===== src/rtl/mini_core_pkg.sv =====
// mini_core_pkg: opcodes, instruction layout and FSM encoding shared by the issue control and the ALU.
package mini_core_pkg;
    localparam int INSTR_W = 16;
    localparam int REG_AW  = 2;
    localparam int OP_LSB     = 13;
    localparam int RD_LSB     = 11;
    localparam int RS1_LSB    = 9;
    localparam int RS2_LSB    = 7;
    localparam int IMM_EN_BIT = 6;
    localparam logic [2:0] OP_ADD = 3'b000;
    localparam logic [2:0] OP_SUB = 3'b001;
    localparam logic [2:0] OP_AND = 3'b010;
    localparam logic [2:0] OP_OR  = 3'b011;
    localparam logic [2:0] OP_XOR = 3'b100;
    localparam logic [2:0] OP_MUL = 3'b101;
    localparam logic [2:0] OP_SHL = 3'b110;
    localparam logic [2:0] OP_SHR = 3'b111;
    localparam logic [1:0] S_IDLE = 2'd0;
    localparam logic [1:0] S_EXEC = 2'd1;
    localparam logic [1:0] S_WB   = 2'd2;
    typedef struct packed {
        logic [2:0]        op;
        logic [REG_AW-1:0] rd;
        logic [REG_AW-1:0] rs1;
        logic [REG_AW-1:0] rs2;
        logic              imm_en;
    } dec_t;
    function automatic dec_t decode(input logic [INSTR_W-1:0] w);
        decode.op     = w[OP_LSB+:3];
        decode.rd     = w[RD_LSB+:REG_AW];
        decode.rs1    = w[RS1_LSB+:REG_AW];
        decode.rs2    = w[RS2_LSB+:REG_AW];
        decode.imm_en = w[IMM_EN_BIT];
    endfunction
endpackage


===== src/rtl/alu_regfile.sv =====
// alu_regfile: 4-entry register file, async clear, one write port, three combinational read ports.
module alu_regfile
    import mini_core_pkg::*;
#(
    parameter int DATA_W = 16
) (
    input  logic              clk,
    input  logic              rst,
    input  logic              we,
    input  logic [REG_AW-1:0] waddr,
    input  logic [DATA_W-1:0] wdata,
    input  logic [REG_AW-1:0] ra1,
    input  logic [REG_AW-1:0] ra2,
    input  logic [REG_AW-1:0] ra3,
    output logic [DATA_W-1:0] rd1,
    output logic [DATA_W-1:0] rd2,
    output logic [DATA_W-1:0] rd3
);
    logic [DATA_W-1:0] regs [2**REG_AW];
    always_ff @(posedge clk or posedge rst)
        if (rst)
            for (int i = 0; i < 2**REG_AW; i++) regs[i] <= '0;
        else if (we)
            regs[waddr] <= wdata;
    assign rd1 = regs[ra1];
    assign rd2 = regs[ra2];
    assign rd3 = regs[ra3];
endmodule


===== src/rtl/alu_issue_ctrl.sv =====
// alu_issue_ctrl: issues one instruction at a time to an external ALU and writes its result back.
module alu_issue_ctrl
    import mini_core_pkg::*;
#(
    parameter int DATA_W = 16,
    parameter int IMM_W  = 6
) (
    input  logic               clk,
    input  logic               rst,
    input  logic               instr_valid,
    input  logic [INSTR_W-1:0] instr,
    output logic               instr_ready,
    output logic [2:0]         alu_opcode,
    output logic [DATA_W-1:0]  alu_a,
    output logic [DATA_W-1:0]  alu_b,
    input  logic [DATA_W-1:0]  alu_result,
    output logic               done,
    output logic [REG_AW-1:0]  wb_rd,
    output logic [DATA_W-1:0]  wb_data,
    output logic               busy,
    input  logic [REG_AW-1:0]  dbg_sel,
    output logic [DATA_W-1:0]  dbg_data
);
    logic [1:0]        state;
    logic [REG_AW-1:0] rd_q;
    logic [DATA_W-1:0] res_q, rs1_data, rs2_data;
    dec_t              d;
    assign d           = decode(instr);
    assign instr_ready = state == S_IDLE;
    assign busy        = !instr_ready;
    assign done        = state == S_WB;
    assign wb_rd       = done ? rd_q : '0;
    assign wb_data     = done ? res_q : '0;
    alu_regfile #(.DATA_W(DATA_W)) u_rf (
        .clk(clk), .rst(rst), .we(done), .waddr(rd_q), .wdata(res_q),
        .ra1(d.rs1), .ra2(d.rs2), .ra3(dbg_sel),
        .rd1(rs1_data), .rd2(rs2_data), .rd3(dbg_data)
    );
    always_ff @(posedge clk or posedge rst)
        if (rst) begin
            state      <= S_IDLE;
            alu_opcode <= '0;
            alu_a      <= '0;
            alu_b      <= '0;
            rd_q       <= '0;
            res_q      <= '0;
        end else if (state == S_IDLE && instr_valid) begin
            state      <= S_EXEC;
            alu_opcode <= d.op;
            alu_a      <= rs1_data;
            alu_b      <= d.imm_en ? DATA_W'(instr[IMM_W-1:0]) : rs2_data;
            rd_q       <= d.rd;
        end else if (state == S_EXEC) begin
            state <= S_WB;
            res_q <= alu_result;
        end else if (state == S_WB)
            state <= S_IDLE;
endmodule


===== config.mk =====
export PLATFORM = sky130hd
export DESIGN_NAME = alu_issue_ctrl
export DESIGN_NICKNAME = d
export VERILOG_FILES = /design/src/rtl/mini_core_pkg.sv /design/src/rtl/alu_regfile.sv /design/src/rtl/alu_issue_ctrl.sv
export SDC_FILE = /design/constraint.sdc
export NUM_CORES = 1
export LEC_CHECK = 0
export CAP_MARGIN = 20
export CORE_ASPECT_RATIO = 1.25
export CORE_MARGIN = 5
export CORE_UTILIZATION = 47
export DETAILED_ROUTE_END_ITERATION = 6
export HOLD_SLACK_MARGIN = 0.06
export PLACE_DENSITY = 0.74
export SYNTH_ARGS = -nofsm -noshare
export SYNTH_HDL_FRONTEND = slang
export SYNTH_SLANG_ARGS = --single-unit

===== constraint.sdc =====
create_clock -name clk -period 3.6 [get_ports clk]
set_clock_uncertainty 0.2 [all_clocks]
set_input_delay 0.36 -clock clk [delete_from_list [all_inputs] [get_ports clk]]
set_output_delay 0.36 -clock clk [all_outputs]
set_load 0.02 [all_outputs]

Word level (Yosys, flattened, before mapping)
Index checks and enable logic that the tools add are counted.

operators by class
  $lt $le $gt $ge = 5
  equal/unequal tests = 2
  multiplexer cells = 18
  bitwise operators = 5
  reductions and logical operators = 6

operators by type and width
  operator              count
  $mux W16              9
  $bmux W16 S2          3
  $bwmux W64            1
  $demux W16 S2         1
  $ge A3 B3 Y1 const B  4
  $not A2 Y3            4
  $mux W2               4
  $lt A3 B1 Y1 const B  1
  $reduce_bool A3 Y1    1
  $eq A2 B1 Y1 const B  1
  $eq A2 B2 Y1 const B  1
  $logic_and A1 B1 Y1   2
  $logic_not A2 Y1      1
  $reduce_and A2 Y1     1
  $logic_not A1 Y1      1
  $not A1 Y1            1

word-level totals
  register bits = 119
  bits of input ports = 37
  output and inout port bits = 72

Logic depth before layout (Yosys ltp)
  word-level depth = 6
  mapped depth = 5
  depth with buffers taken out = 3

Cells and area by module
A second synthesis with hierarchy kept.

second synthesis, totals
  cell total of the unflattened synthesis = 356
  area, all modules = 5903.2 um2

modules (own cells, without submodules)
  module          instances  cells each  area an instance (um2)  sequential area each (um2)
  alu_regfile     1          197         3559.7                  1601.5
  alu_issue_ctrl  1          159         2343.5                  1376.3

Worst setup path before layout
OpenSTA, ideal clock, no wires.

  path type = register -> output
  from = register state[0]
  to = output wb_data[10]
  arrival time = 1.444 ns
  data required time = 3.040 ns
  path slack = 1.596 ns
  cell stages (with the launch flop) = 5
  buffers on the path = 2
  cell sequence = dfrtp_1 -> nor2b_4 -> clkbuf_1 -> clkbuf_1 -> and2_1

between the ends
  cells in the longest elaborated chain, start to end = 2

ends and longest elaborated chain
  element                 line                  RTL
  start, declared         alu_issue_ctrl.sv:24  logic [1:0] state;
  start signal, assigned  alu_issue_ctrl.sv:41  state <= S_IDLE;
  start signal, assigned  alu_issue_ctrl.sv:48  state <= S_EXEC;
  start signal, assigned  alu_issue_ctrl.sv:54  state <= S_WB;
  $eq A2 B2 Y1            alu_issue_ctrl.sv:31  assign done = state == S_WB;
  net done                alu_issue_ctrl.sv:17  output logic done,
  $mux W16                alu_issue_ctrl.sv:33  assign wb_data = done ? res_q : '0;
  end, declared           alu_issue_ctrl.sv:19  output logic [DATA_W-1:0] wb_data,

The timed path passes the listed nets, and every way through them passes these cells.

Worst setup path after layout
  from = input dbg_sel[1]
  to = output dbg_data[6]

between the ends
  cells in the longest elaborated chain, start to end = 4

ends and longest elaborated chain
  element                                       line                  RTL
  start, declared                               alu_issue_ctrl.sv:21  input logic [REG_AW-1:0] dbg_sel,
  $not A2 Y3 (not written as such)              alu_regfile.sv:27     assign rd3 = regs[ra3];
  $bmux W16 S2                                  alu_regfile.sv:27
  $mux W16 (not written as such) (2 in series)  alu_regfile.sv:27
  end, declared                                 alu_issue_ctrl.sv:22  output logic [DATA_W-1:0] dbg_data

Every way passes these cells. The select of a mux whose other input is x is not followed.

==> out/metrics.csv <==
metric,value,unit
pwr dens,970,mW/mm^2
vias in the first global route,4155,
clock tree sinks,119,
GRT Total Usage,20.8,%
top-area cell type share of the netlist area,51.1,%
HPWL after DPL,9610,um
starting density of the core,47.9,%
Routed Antenna Nets,0,
Mean Syn Cell Area,14.5,um^2
nets,547,
Placed Cells,655,
FF-to-FF Start,state[1],
Routed WL,14100,um
top-count cell post-synth,dfrtp_1,
share of cells above drive strength 1,34.0,%
antenna violations before repair,0,
crit path cell chain,clkdlybuf4s50_1 > buf_4 > mux4_2 > clkdlybuf4s50_1,
Slew Limit Headroom,36.1,%
Vias,3805,
TritonCTS clock tree,built,
Final Slew Violations,0,
CP Launch Type,input pin,
CP Buf/Inv Count,3,
drt first-iter violations,238,
syn_nets,438,
I/O Buffers,108,
worst hold margin,0.235,ns
IO Count,109,
Std-Cell Rows,45,
core box area,0.0122,mm^2
run status,completed,
Fillers,945,
clk slew on worst S/H paths,0.05,ns
Routed WL per cell,20.6,um
largest cells by area after synthesis,"dfrtp_1, mux4_2, mux2_2, nand2_1, mux2_4",
DRC violations left,0,
GPL Wtd Cong,0.841,
fin worst setup slack,0.604,ns
fmax,0.334,GHz
total power draw,7.43,mW
Multi-input gate area,0.00268,mm^2
"Seq/Total Area, Yosys",51.1,%
"Cell Area, Synth",0.00583,mm^2
die height,134,um
Post-synth ARST share,100,%
VDD IR max,0.460,mV
# setup viols final,0,
crit path kind,input pin to primary output,
gr ovfl total,0,
MaxCap Viol Count,0,
Crit path required time,3.04,ns
Synth Flop Type,dfrtp_1,
cell taking the most area after synthesis,dfrtp_1,
RSZ-0062 raised after global routing,no,
Clock Path Buffers,2,
Final Hold Viols,0,
largest net degree at the start of global routing,120,
area grow syn2layout,31.6,%
FF+latch area,0.00298,mm^2
crit path from,dbg_sel[1],
post-layout min period,3.00,ns
Crit-path slowest cell,clkdlybuf4s50_1,
first-pass GRT wire length,22900,um
Yosys cell types,25,
worst path arrival time,2.44,ns
DP Worst Slack,0.610,ns
Crit. End Element,primary output,
Hold Buf Count CTS,0,
Worst-Skew Late Latency,0.40,ns
Worst Hold Class,input pin to asynchronous set/reset pin,
Synth Warn #,0,
Synth Register Bits,119,
max incr delay on CP,0.87,ns
largest delay contributor family on the critical path,buffers and inverters,
Leak,3.26,nW
Mapped Cells,401,
Die Wd,110,um
total CTS buffers,17,
"most used cell, CP",clkdlybuf4s50_1,
Post CTS Setup Buffer Count,0,
die area,0.0147,mm^2
H-tree depth reported by CTS,4,
Layout Cells excl Fill,687,
# diodes,0,
Root Buffer Master,clkbuf_16,
Final TNS setup,0,ns
cts repair resizes,0,
"top cells by count, synth","dfrtp_1, mux2_2, nand2_1",
vias per inst,5.54,
DRT Pass-1 Iters,5,
Critical Path Fanout Max,9,
worst-margin pin slew,0.959,ns
crit share post-route,83.2,%
Post-synth EDFFs,0,
[path summary, 6_finish.rpt]
check                      slack (ns)  cells after the start            end
setup / recovery                 0.60                      4    dbg_data[6]
hold / removal                   0.23                      3      alu_b[12]
setup reg to reg                 1.12                      3  u_rf.regs[26]
hold reg to reg                  0.27                      2      alu_a[13]
max in group asynchronous        2.43                      3       res_q[0]
min in group clk                 0.27                      2      alu_a[13]
[through the flow]
step	instance area [um^2]	utilization [%]
floorplan	5830	-
global placement	7070	58.1
detailed placement	7070	58.1
CTS	7670	63.0
global route	7670	63.0
finish	7670	63.0
[cell type report]
type / instances / share of cell area [%]
Multi-Input combinational cell: 249 / 35.0
Clock inverter: 10 / 1.63
Inverter: 2 / 0.147
Sequential cell: 119 / 38.8
Tap cell: 164 / 2.68
Timing Repair Buffer: 121 / 15.5
Clock buffer: 22 / 6.19
[report_power, final]
group / leakage (nW) / switching, mW / total [mW] / internal, mW
clock network: 0.303 / 0.560 / 1.69 / 1.13
logic: 1.51 / 1.29 / 3.06 / 1.77
registers: 1.45 / 0.676 / 2.68 / 2.00
[layout by cell type (no fill, tap or decap), drive strengths merged]
cell type	Yosys	final
inv	2	1
clkbuf	7	22
nor2b	2	2
buf	24	13
and2	18	18
nand3	1	1
a21oi	6	6
nand2	65	65
nor2	8	8
dfrtp	119	119
clkinvlp	0	1
and3b	2	2
mux2i	6	6
nor3b	2	2
clkinv	0	7
clkdlybuf4s50	0	108
bufinv	0	3
a22o	10	10
mux4	48	48
mux2	80	80
or3b	1	1
[registers in the layout, indices dropped and copies added, names as in the netlist]
register	flops
state	2
alu_opcode	3
res_q	16
alu_b	16
alu_a	16
u_rf.regs	64
rd_q	2
[cell families after synthesis]
family	after synthesis	share of synthesized area, %
buf+inv	33	3.01
compound gates	16	2.02
mux	134	35.7
flops	119	51.1
simple gates	99	8.18
[per-layer routing]
| layer | vias to the layer above | global-route usage [%] | part of all wire [%] |
|---|---|---|---|
| li1 | 1688 | - | - |
| met3 | 26 | 4.30 | 5.2 |
| met4 | 0 | 8.32 | 2.4 |
| met2 | 119 | 34.5 | 52 |
| met1 | 1972 | 26.6 | 41 |
| met5 | - | 0 | 0 |
[worst reg2reg max path: cells and delay by family, from the launching register on]
family        cells  cell delay [ns]
flops             1             0.45
simple gates      2             1.29
mux               1             0.43
No activity file was read; power rests on OpenSTA's default activity.
